===== config.mk =====
export PLATFORM = sky130hd
export DESIGN_NAME = dmem_ctrl
export DESIGN_NICKNAME = d
export VERILOG_FILES = /design/src/rtl/dmem_ctrl.sv
export SDC_FILE = /design/constraint.sdc
export NUM_CORES = 1
export LEC_CHECK = 0
export CAP_MARGIN = 20
export CELL_PAD_IN_SITES_DETAIL_PLACEMENT = 0
export CELL_PAD_IN_SITES_GLOBAL_PLACEMENT = 1
export CORE_MARGIN = 2
export CORE_UTILIZATION = 35
export CTS_BUF_LIST = sky130_fd_sc_hd__clkbuf_2
export DETAILED_ROUTE_END_ITERATION = 8
export HOLD_SLACK_MARGIN = 0.12
export PLACE_DENSITY_LB_ADDON = 0.3
export SLEW_MARGIN = 20
export SYNTH_ARGS = -nofsm -noshare
export SYNTH_HDL_FRONTEND = slang
export SYNTH_SLANG_ARGS = --single-unit

===== constraint.sdc =====
create_clock -name clk -period 5.7 [get_ports clk]
set_input_delay 0.855 -clock clk [delete_from_list [all_inputs] [get_ports clk]]
set_output_delay 0.855 -clock clk [all_outputs]
set_load 0.01 [all_outputs]

===== src/rtl/dmem_ctrl.sv =====
// -----------------------------------------------------------------------------
// dmem_ctrl -- data-memory access controller for the MEM stage of a 64-bit
// in-order pipeline.
//
// The controller accepts one load or store from the EX/MEM register. It checks
// alignment. It then runs a single memory transaction with byte lanes and byte
// enables, and returns a sign- or zero-extended load result for MEM/WB. While a
// request is pending, the controller stalls the upstream pipeline registers.
// If an access is misaligned or the memory never answers, the controller raises
// a one-cycle error pulse instead.
//
// Parameters
//   TIMEOUT_CYC  maximum number of ACCESS cycles before a timeout error
//
// Ports
//   clk          pipeline clock, all state changes on the rising edge
//   rst          asynchronous, active-low reset
//   req_valid    MEM stage holds a load or store
//   req_we       1 = store, 0 = load
//   req_func3    RISC-V funct3 of the load/store
//   req_addr     byte address
//   req_wdata    right-aligned store data
//   stall        freezes IF/ID, ID/EX and EX/MEM while high
//   rdata        extended load result (held until the next completed load)
//   rdata_valid  one-cycle pulse, rdata carries a new load result
//   err          one-cycle error pulse
//   err_cause    0 = misaligned access, 1 = timeout
//   mem_req      memory request
//   mem_we       memory write enable
//   mem_addr     doubleword-aligned memory address
//   mem_wdata    lane-shifted store data
//   mem_wmask    byte enables
//   mem_ready    memory completes the access in this cycle
//   mem_rdata    memory read data, valid with mem_ready
// -----------------------------------------------------------------------------
module dmem_ctrl #(
  parameter int TIMEOUT_CYC = 64
) (
  input  logic        clk,
  input  logic        rst,
  input  logic        req_valid,
  input  logic        req_we,
  input  logic [2:0]  req_func3,
  input  logic [63:0] req_addr,
  input  logic [63:0] req_wdata,
  output logic        stall,
  output logic [63:0] rdata,
  output logic        rdata_valid,
  output logic        err,
  output logic        err_cause,
  output logic        mem_req,
  output logic        mem_we,
  output logic [63:0] mem_addr,
  output logic [63:0] mem_wdata,
  output logic [7:0]  mem_wmask,
  input  logic        mem_ready,
  input  logic [63:0] mem_rdata
);

  localparam int CW = (TIMEOUT_CYC > 1) ? $clog2(TIMEOUT_CYC) : 1;
  localparam logic [CW-1:0] CNT_LAST = CW'(TIMEOUT_CYC - 1);

  typedef enum logic [1:0] {
    IDLE   = 2'd0,
    ACCESS = 2'd1,
    RESP   = 2'd2,
    ERR    = 2'd3
  } state_t;

  state_t        state;
  logic [CW-1:0] cnt;
  logic [2:0]    lat_func3;
  logic [2:0]    lat_off;

  // ---------------------------------------------------------------------------
  // Request decode (IDLE only)
  // ---------------------------------------------------------------------------
  logic        size_aligned;
  logic        func_illegal;
  logic        req_ok;
  logic [3:0]  req_nbytes;
  logic [7:0]  store_mask;
  logic [63:0] store_data;

  always_comb begin
    size_aligned = 1'b1;
    case (req_func3[1:0])
      2'b00:   size_aligned = 1'b1;
      2'b01:   size_aligned = ~req_addr[0];
      2'b10:   size_aligned = (req_addr[1:0] == 2'b00);
      default: size_aligned = (req_addr[2:0] == 3'b000);
    endcase
  end

  // Stores only have sb/sh/sw/sd. Load code 111 does not exist. Both are
  // reported on the misaligned error path, so nothing undefined reaches memory.
  assign func_illegal = req_we ? req_func3[2] : (req_func3 == 3'b111);
  assign req_ok       = size_aligned & ~func_illegal;

  assign req_nbytes = 4'd1 << req_func3[1:0];

  // Byte lane gi is enabled when it falls inside [offset, offset + size).
  // That range equals the base mask shifted left by addr[2:0]. For aligned
  // accesses the range never wraps past lane 7.
  genvar gi;
  generate
    for (gi = 0; gi < 8; gi++) begin : g_mask
      assign store_mask[gi] = (4'(gi) >= {1'b0, req_addr[2:0]}) &&
                              (4'(gi) <  ({1'b0, req_addr[2:0]} + req_nbytes));
    end
  endgenerate

  assign store_data = req_wdata << {req_addr[2:0], 3'b000};

  // ---------------------------------------------------------------------------
  // Load data: move the addressed lane down to bit 0, then extend.
  // ---------------------------------------------------------------------------
  logic [63:0] load_shift;
  logic [63:0] load_data;

  assign load_shift = mem_rdata >> {lat_off, 3'b000};

  always_comb begin
    load_data = load_shift;
    case (lat_func3)
      3'b000:  load_data = {{56{load_shift[7]}},  load_shift[7:0]};
      3'b001:  load_data = {{48{load_shift[15]}}, load_shift[15:0]};
      3'b010:  load_data = {{32{load_shift[31]}}, load_shift[31:0]};
      3'b100:  load_data = {56'd0, load_shift[7:0]};
      3'b101:  load_data = {48'd0, load_shift[15:0]};
      3'b110:  load_data = {32'd0, load_shift[31:0]};
      default: load_data = load_shift;
    endcase
  end

  // Stall follows req_valid combinationally in IDLE. This lets the request
  // cycle itself freeze the pipeline. Gating with rst releases the pipeline
  // as soon as reset is asserted.
  assign stall = rst && ((state == IDLE) ? req_valid : (state == ACCESS));

  // ---------------------------------------------------------------------------
  // FSM with registered outputs
  // ---------------------------------------------------------------------------
  always_ff @(posedge clk or negedge rst) begin
    if (!rst) begin
      state       <= IDLE;
      cnt         <= '0;
      lat_func3   <= 3'b000;
      lat_off     <= 3'b000;
      rdata       <= 64'd0;
      rdata_valid <= 1'b0;
      err         <= 1'b0;
      err_cause   <= 1'b0;
      mem_req     <= 1'b0;
      mem_we      <= 1'b0;
      mem_addr    <= 64'd0;
      mem_wdata   <= 64'd0;
      mem_wmask   <= 8'h00;
    end else begin
      // Pulse outputs last exactly one cycle unless re-asserted below.
      rdata_valid <= 1'b0;
      err         <= 1'b0;

      case (state)
        IDLE: begin
          if (req_valid) begin
            if (req_ok) begin
              state     <= ACCESS;
              cnt       <= '0;
              lat_func3 <= req_func3;
              lat_off   <= req_addr[2:0];
              mem_req   <= 1'b1;
              mem_we    <= req_we;
              mem_addr  <= {req_addr[63:3], 3'b000};
              mem_wdata <= store_data;
              mem_wmask <= req_we ? store_mask : 8'h00;
            end else begin
              state     <= ERR;
              err       <= 1'b1;
              err_cause <= 1'b0;
            end
          end
        end

        ACCESS: begin
          // A completion in the last allowed cycle wins over the timeout.
          if (mem_ready) begin
            state     <= RESP;
            mem_req   <= 1'b0;
            mem_we    <= 1'b0;
            mem_wmask <= 8'h00;
            if (!mem_we) begin
              rdata       <= load_data;
              rdata_valid <= 1'b1;
            end
          end else if (cnt == CNT_LAST) begin
            state     <= ERR;
            err       <= 1'b1;
            err_cause <= 1'b1;
            mem_req   <= 1'b0;
            mem_we    <= 1'b0;
            mem_wmask <= 8'h00;
          end else begin
            cnt <= cnt + 1'b1;
          end
        end

        // The pipeline advances during RESP and ERR. The request still visible
        // on req_valid belongs to the finished access and must not be taken.
        RESP:    state <= IDLE;
        ERR:     state <= IDLE;
        default: state <= IDLE;
      endcase
    end
  end

endmodule


### Word-level counts from Yosys, hierarchy flattened

Cells that the tools add are included.

* flip-flop bits (word level): 216
* bits in latches: 0
* bits in writable memories: 0
* memory bits (read-only): 0
* output and inout bits: 206
* word-level logic and storage cells: 118
* memories: 0

* $add $sub $neg: 2
* multipliers: 0
* divide/modulo/power cells: 0
* magnitude comparators: 15
* equality and inequality tests: 19
* shift-type cells: 3
* multiplexer cells: 41
* bitwise gates (word level): 4
* reductions and logical operators: 21

Operators with widths (number)
* one-hot mux 64 bit (6 select lines): 1
* << shifter 64 x 6 -> 64 bit: 1
* >> shifter 64 x 6 -> 64 bit: 1
* two-way mux 8 bit: 5
* two-way mux 6 bit: 4
* two-way mux 1 bit: 19
* < comparator 3 x 4 -> 1 bit, first input constant: 4
* one-hot mux 8 bit (2 select lines): 1
* equality test 3 bit, second input constant: 4
* one-hot mux 6 bit (2 select lines): 1
* != test 2 bit, second input constant: 5
* AND reduction 5 bit: 2
* greater-or-equal comparator 3 bit, first input constant: 3
* logical AND 1 bit: 8
* < comparator 1 x 4 -> 1 bit, first input constant: 2
* < comparator 2 x 4 -> 1 bit, first input constant: 2
* two-way mux 2 bit: 4
* one-hot mux 1 bit (2 select lines): 4
* adder 6 x 1 -> 6 bit, second input constant: 1
* equality test 2 bit, second input constant: 3
* equality test 6 bit, second input constant: 1
* greater-or-equal comparator 1 x 3 -> 1 bit, first input constant: 2
* greater-or-equal comparator 2 x 3 -> 1 bit, first input constant: 2
* zero test 2 bit: 3
* 17 further kinds: 22

### Logic depth before layout (Yosys ltp)

Gate-level depths: netlist of the first run.

* depth in word-level cells: 8
* mapped depth: 9
* mapped depth without buffers: 8

### Worst setup path before layout of the first run

OpenSTA, ideal clock, no wires.

* path kind: input-to-reg
* start: input req_addr[1]
* end: register mem_wmask[4]
* library setup time: 0.065 ns
* arrival: 2.613 ns
* data required time: 5.635 ns
* path slack: 3.022 ns
* stages: 8
* path buffers: 2
* cell sequence: buf_2 > inv_1 > clkbuf_1 > fa_1 > xnor2_1 > o21ai_0 > a221oi_1 > mux2_2

* longest elaborated chain between the ends: 7
* elaborated cells between the ends (all ways): 14
* classes of those cells: add/sub: 1; order compare: 2; eq/ne: 1; mux: 5; bitwise: 1; reduce/logical: 4

RTL lines
* from (decl): line 44 `input logic [63:0] req_addr,`
* adder 3 x 4 -> 4 bit: line 109 `(4'(gi) < ({1'b0, req_addr[2:0]} + req_nbytes));`
* < comparator 3 x 4 -> 1 bit: line 109
* logical AND 1 bit: line 108 `assign store_mask[gi] = (4'(gi) >= {1'b0, req_addr[2:0]}) &&`
* two-way mux 8 bit: line 176 `mem_wmask <= req_we ? store_mask : 8'h00;`
* two-way mux 8 bit: line 167 `if (req_ok) begin`
* two-way mux 8 bit: line 166 `if (req_valid) begin`
* one-hot mux 8 bit (2 select lines): line 164 `case (state)`
* to (signal assigned): line 176
* to (decl): line 55 `output logic [7:0] mem_wmask,`

Several ways; a longest one is shown, not always the timed one. The select of a mux whose other input is x is not followed.
A chain may end at the register's enable or synchronous reset.

### Worst setup path after layout of the first run

* start: input rst
* end: output stall

* longest elaborated chain between the ends: 1

RTL lines
* from (decl): line 40 `input logic rst,`
* logical AND 1 bit: line 139 `assign stall = rst && ((state == IDLE) ? req_valid : (state == ACCESS));`
* to (decl): line 46 `output logic stall,`

No other way between the ends.

==> impl_metrics.json, run 1 <==
{
  "synth_seq_area_share_pct": 45.6,
  "grt_usage_pct": 24.6,
  "nets": 1865,
  "cts.sinks": 216,
  "grt_pass1_wl_mm": 67.4,
  "clk_pin_slew_ns": 0.10,
  "synth_top_area_cell": "dfrtp_1",
  "yosys_warnings": 0,
  "whs_endpoint": "lat_off[1]$_DFFE_PN0P_",
  "die_height_um": 188,
  "h-tree-depth": 2,
  "die_w_um": 188,
  "rsz0062_at_grt": "false",
  "design.core.area_um2": 33400,
  "worstPathCellList": "dlygate4sd3_1, buf_8, inv_1, a211oi_1, clkdlybuf4s50_1",
  "cts_buffers": 60,
  "gp_routability_congestion": 0.869,
  "r2r_setup_slack_ns": 2.68,
  "finalHoldViolCount": 0,
  "wl_mm": 43.9,
  "die-area_um2": 35300,
  "endpoint_kind": "primary output",
  "worstHoldPathType": "primary input to flip-flop",
  "syn-instance-count": 1278,
  "max_stage_delay_ns": 0.63,
  "r2r_cells": 6,
  "netlist.area_leader.share_pct": 45.6,
  "crit_required_ns": 4.85,
  "clock_skew_ns": 0.0787,
  "cts_tree": "yes",
  "period_share_pct": 65.9,
  "slowest_stage": "clkdlybuf4s50_1",
  "grt_busiest_layer": "met2",
  "vias": 11200,
  "use_met1_pct": 32.6,
  "overflow": 0,
  "insertion_delay_ns": 0.92,
  "drtPass1Iterations": 5,
  "power.density_nw_per_um2": 486,
  "arrival_ns": 2.90,
  "pre_cts_ws_ns": 1.84,
  "cts.repair.resized": 0,
  "worst_pin_slew_ns": 1.01,
  "crit_start": "rst",
  "min_from": "req_addr[1]",
  "grt_max_degree": 157,
  "async_flop_share_pct": 100,
  "clock_path_buffers": 3,
  "ir_worst_vdd_v": 0.000279,
  "crit_path_start_kind": "primary input",
  "antenna_left": 0,
  "synth_most_common_cell": "nand2_1",
  "worst_slack_ns": 1.95,
  "synth_ff_type": "dfrtp_1",
  "synth.distinct_cells": 63,
  "ys_ff_latch": 216,
  "fin_setup_tns_ns": 0,
  "grt.met2_usage_pct": 40.2,
  "leakagePower_nw": 7.23,
  "reg2reg_from": "lat_off[0]$_DFFE_PN0P_",
  "fmax_mhz": 266,
  "path_class": "primary input to primary output",
  "slew-limit-headroom_pct": 32.7,
  "reg2reg_to": "rdata[38]$_DFFE_PN0P_",
  "viasPerCell": 5.18,
  "synth_area_um2": 11800,
  "drt-initial-drc-count": 748,
  "period_minus_slack_ns": 3.75,
  "cts_setup_buffers": 0,
  "path_max_fanout": 62,
  "rows": 67,
  "area_delta_synth_final_pct": 40.7,
  "hold_path_depth": 3,
  "synth_edf_count": 0,
  "initial_core_util_pct": 35.4,
  "dpl.hpwl_mm": 31.2,
  "fillerInstances": 3185,
  "layout-drive-gt1-share_pct": 12.3,
  "synth_common_cells": "nand2_1 (353), dfrtp_1 (216), nor2_1 (114)",
  "floorplan.io_pins": 406,
  "ys_top_cells_by_area": "dfrtp_1 (46%), nand2_1 (11%), mux2i_1 (6.3%)",
  "globalRouteMet3Util_pct": 6.31,
  "grt_pass1_vias": 11300,
  "drv_cap": 0,
  "avgSynthCellArea_um2": 9.27,
  "drc": 0,
  "cts_root_buffer": "clkbuf_2",
  "antenna_found_initial": 3,
  "setup_viol_count_final": 0,
  "status": "finished, final reports clean",
  "maxSlewViolCount": 0,
  "wire_per_inst_um": 20.3,
  "io_buffers": 402
}
repair_timing:
item,in CTS,in global routing
setup endpoints to repair,0,0
hold endpoints to repair,60,0
hold buffers,1,0
routing by layer:
layer	routed length [um]	share of wire, %
met4	712	1.6
met1	18800	43
met2	20800	48
met3	3510	8.0
met5	0	0
power breakdown:
group / switching, W / internal (W) / leakage (nW)
combinational: 0.00201 / 0.00211 / 4.16
sequential: 0.000579 / 0.00222 / 2.66
clock: 0.000706 / 0.000465 / 0.417
total: 0.00329 / 0.00480 / 7.23
critical path: cells and delay by family:
family          cells  cell delay (ns)
compound gates      1             0.30
buf+inv             4             1.64
cell families after synthesis:
family / share of synthesized area [%]
fa+ha+maj: 0.592
other cells: 0.0317
simple gates: 19.0
compound gates: 13.0
xor+xnor: 0.222
buf+inv: 4.62
mux: 16.8
flops: 45.6
layout make-up:
type / instances / area, um^2 / area share [%]
clock buffer: 90 / 450 / 2.70
tap: 448 / 561 / 3.36
multi-input combinational: 947 / 5930 / 35.6
sequential: 216 / 5410 / 32.5
inverter: 19 / 71.3 / 0.428
clock inverter: 17 / 95.1 / 0.571
timing repair buffer: 416 / 4140 / 24.8
antenna: 3 / 7.51 / 0.0451
worst max-delay path by stage:
stage,to,slack (ns),cells past startpoint
final,stall,1.95,5
after global routing,stall,1.77,5
after CTS,stall,1.88,5
after detailed placement,mem_wdata[26]$_DFFE_PN0P_,1.84,6
after global placement,mem_wdata[62]$_DFFE_PN0P_,1.91,6
after floorplan,mem_wmask[4]$_DFFE_PN0P_,3.02,8
sequential cells by signal (all words and copies together) (netlist names), 2 cells and up:
register / flops
mem_wmask: 8
mem_wdata: 64
lat_func3: 3
rdata: 64
state: 2
cnt: 6
lat_off: 3
mem_addr: 61
metrics by stage:
stage / hold WS [ns] / utilization (%) / area [um^2] / total power [W] / instances
floorplan: 0.479 / - / 11900 / 0.00480 / 1280
global placement: 0.452 / 48.1 / 16100 / 0.00692 / 2045
detailed placement: 0.459 / 48.1 / 16100 / 0.00696 / 2045
CTS: 0.136 / 49.8 / 16700 / 0.00819 / 2153
global route: 0.210 / 49.8 / 16700 / 0.00866 / 2155
finish: 0.302 / 49.8 / 16700 / 0.00809 / 2156
layout by cell type, fill, tap and decap left out, drive strengths merged, types with 20 or more instances in the layout:
cell type | netlist | layout
a21oi | 37 | 37
a31oi | 57 | 57
clkbuf | 47 | 90
clkdlybuf4s50 | 0 | 398
dfrtp | 216 | 216
inv | 19 | 20
mux2 | 44 | 44
mux2i | 75 | 75
mux4 | 33 | 33
nand2 | 354 | 354
nand3 | 23 | 23
nor2 | 116 | 116
o21ai | 57 | 57
Note: power is estimated with default switching activity, not from simulation.
==> run 2, diff against run 1 <==
==> constraint.sdc (replaced) <==
create_clock -name clk -period 3.6 [get_ports clk]
set_input_delay 0.54 -clock clk [delete_from_list [all_inputs] [get_ports clk]]
set_output_delay 0.54 -clock clk [all_outputs]
set_load 0.01 [all_outputs]
==> impl_metrics.json, run 2 (same netlist as run 1, synthesis figures left out) <==
{
  "grt_usage_pct": 24.9,
  "arrival_ns": 2.84,
  "grt.met2_usage_pct": 40.6,
  "clock_skew_ns": 0.0749,
  "fin_setup_tns_ns": 0,
  "r2r_cells": 6,
  "drc": 0,
  "reg2reg_to": "rdata[34]$_DFFE_PN0P_",
  "final_common_cell": "clkdlybuf4s50_1",
  "floorplan.io_pins": 406,
  "seqCellArea_um2": 5410,
  "cts_buffers": 61,
  "reg2reg_from": "lat_off[0]$_DFFE_PN0P_",
  "initial_core_util_pct": 35.4,
  "vias": 11500,
  "multi_input_area_um2": 5930,
  "leakagePower_nw": 7.55,
  "clk_pin_slew_ns": 0.10,
  "fmax_mhz": 296,
  "drv_cap": 0,
  "period_share_pct": 93.8,
  "cts_setup_buffers": 0,
  "min_from": "req_addr[27]",
  "die-area_um2": 35300,
  "cts_root_buffer": "clkbuf_2",
  "globalRouteMet3Util_pct": 7.67,
  "status": "finished, final reports clean",
  "dpl.hpwl_mm": 32.2,
  "clock_path_buffers": 3,
  "fin_cells": 2225,
  "overflow": 0,
  "die_height_um": 188,
  "grt_pass1_vias": 11700,
  "slew-limit-headroom_pct": 30.4,
  "cts.repair.resized": 0,
  "insertion_delay_ns": 0.89,
  "drt-initial-drc-count": 704,
  "setup_viol_count_final": 0,
  "endpoint_kind": "primary output",
  "finalHoldViolCount": 0,
  "r2r_setup_slack_ns": 0.95,
  "crit_start": "rst",
  "power.density_nw_per_um2": 743,
  "crit_required_ns": 3.06,
  "path_class": "primary input to primary output",
  "worst_slack_ns": 0.223,
  "pre_cts_ws_ns": 0.630,
  "design.core.area_um2": 33400,
  "path_max_fanout": 5,
  "layout-drive-gt1-share_pct": 12.8,
  "wire_per_inst_um": 20.0,
  "worstHoldPathType": "primary input to flip-flop",
  "grt_busiest_layer": "met2",
  "nets": 1942,
  "fillerInstances": 3126,
  "cts.sinks": 216,
  "worst_pin_slew_ns": 1.04,
  "die_w_um": 188,
  "antenna_found_initial": 4,
  "wl_mm": 44.5,
  "grt_max_degree": 66,
  "rows": 67,
  "io_buffers": 402,
  "holdBufCountCts": 56,
  "area_delta_synth_final_pct": 46.4,
  "cts_tree": "yes",
  "drtPass1Iterations": 5,
  "antenna_left": 0,
  "gp_routability_congestion": 0.896,
  "final_cell_mix": "clkdlybuf4s50_1 (398), nand2_1 (353), dfrtp_1 (215), nor2_1 (114), clkbuf_2 (85)",
  "viasPerCell": 5.15,
  "largest_registers": "mem_wdata x64, rdata x64, mem_addr x61",
  "rsz0062_at_grt": "false",
  "crit_end": "stall",
  "use_met1_pct": 31.1,
  "crit_path_start_kind": "primary input",
  "place_inst": 2065,
  "grt_pass1_wl_mm": 68.4,
  "maxSlewViolCount": 0,
  "period_minus_slack_ns": 3.38,
  "h-tree-depth": 2,
  "ir_worst_vdd_v": 0.000362
}
run 2: area by class of cell:
cell class | instances | area share (%)
Tap cell | 448 | 3.23
Clock inverter | 15 | 0.527
Clock buffer | 85 | 2.45
Multi-Input combinational cell | 947 | 34.2
Antenna cell | 3 | 0.0433
Timing Repair Buffer | 492 | 27.9
Inverter | 19 | 0.411
Sequential cell | 216 | 31.2
run 2: metrics by stage:
step / power [W] / hold WS [ns] / util [%] / instance area [um^2]
5_1_grt: 0.0138 / 0.129 / 51.8 / 17300
6_report: 0.0129 / 0.201 / 51.8 / 17300
3_5_place_dp: 0.0111 / 0.425 / 48.5 / 16200
2_1_floorplan: 0.00761 / 0.244 / - / 11900
3_3_place_gp: 0.0110 / 0.425 / 48.5 / 16200
4_1_cts: 0.0130 / 0.121 / 51.8 / 17300
run 2: power by group:
group	switching (W)	total (W)	leakage, nW	internal, W
clock	0.00110	0.00180	0.399	0.000704
combinational	0.00331	0.00674	4.49	0.00342
sequential	0.000813	0.00434	2.66	0.00352
run 2: per-layer routing:
layer | part of all wire, % | vias up
li1 | - | 5409
met4 | 3.4 | 4
met3 | 8.4 | 87
met2 | 47 | 451
met5 | 0.061 | -
met1 | 42 | 5514
run 2: how the worst min path moves through the flow:
| stage | endpoint | depth (start not counted) |
|---|---|---|
| 3_3_place_gp | rdata_valid$_DFF_PN0_ | 1 |
| 6_report | mem_addr[27]$_DFFE_PN0P_ | 3 |
| 3_5_place_dp | rdata_valid$_DFF_PN0_ | 1 |
| 5_1_grt | mem_addr[27]$_DFFE_PN0P_ | 3 |
| 4_1_cts | mem_addr[27]$_DFFE_PN0P_ | 3 |
| 2_1_floorplan | cnt[0]$_DFFE_PN0P_ | 0 |
run 2: critical path, cell delays in order:
cell and delay, ns:
dlygate4sd3_1 0.52, dlygate4sd3_1 0.58, buf_8 0.15, inv_1 0.07
a211oi_1 0.31, clkdlybuf4s50_1 0.65
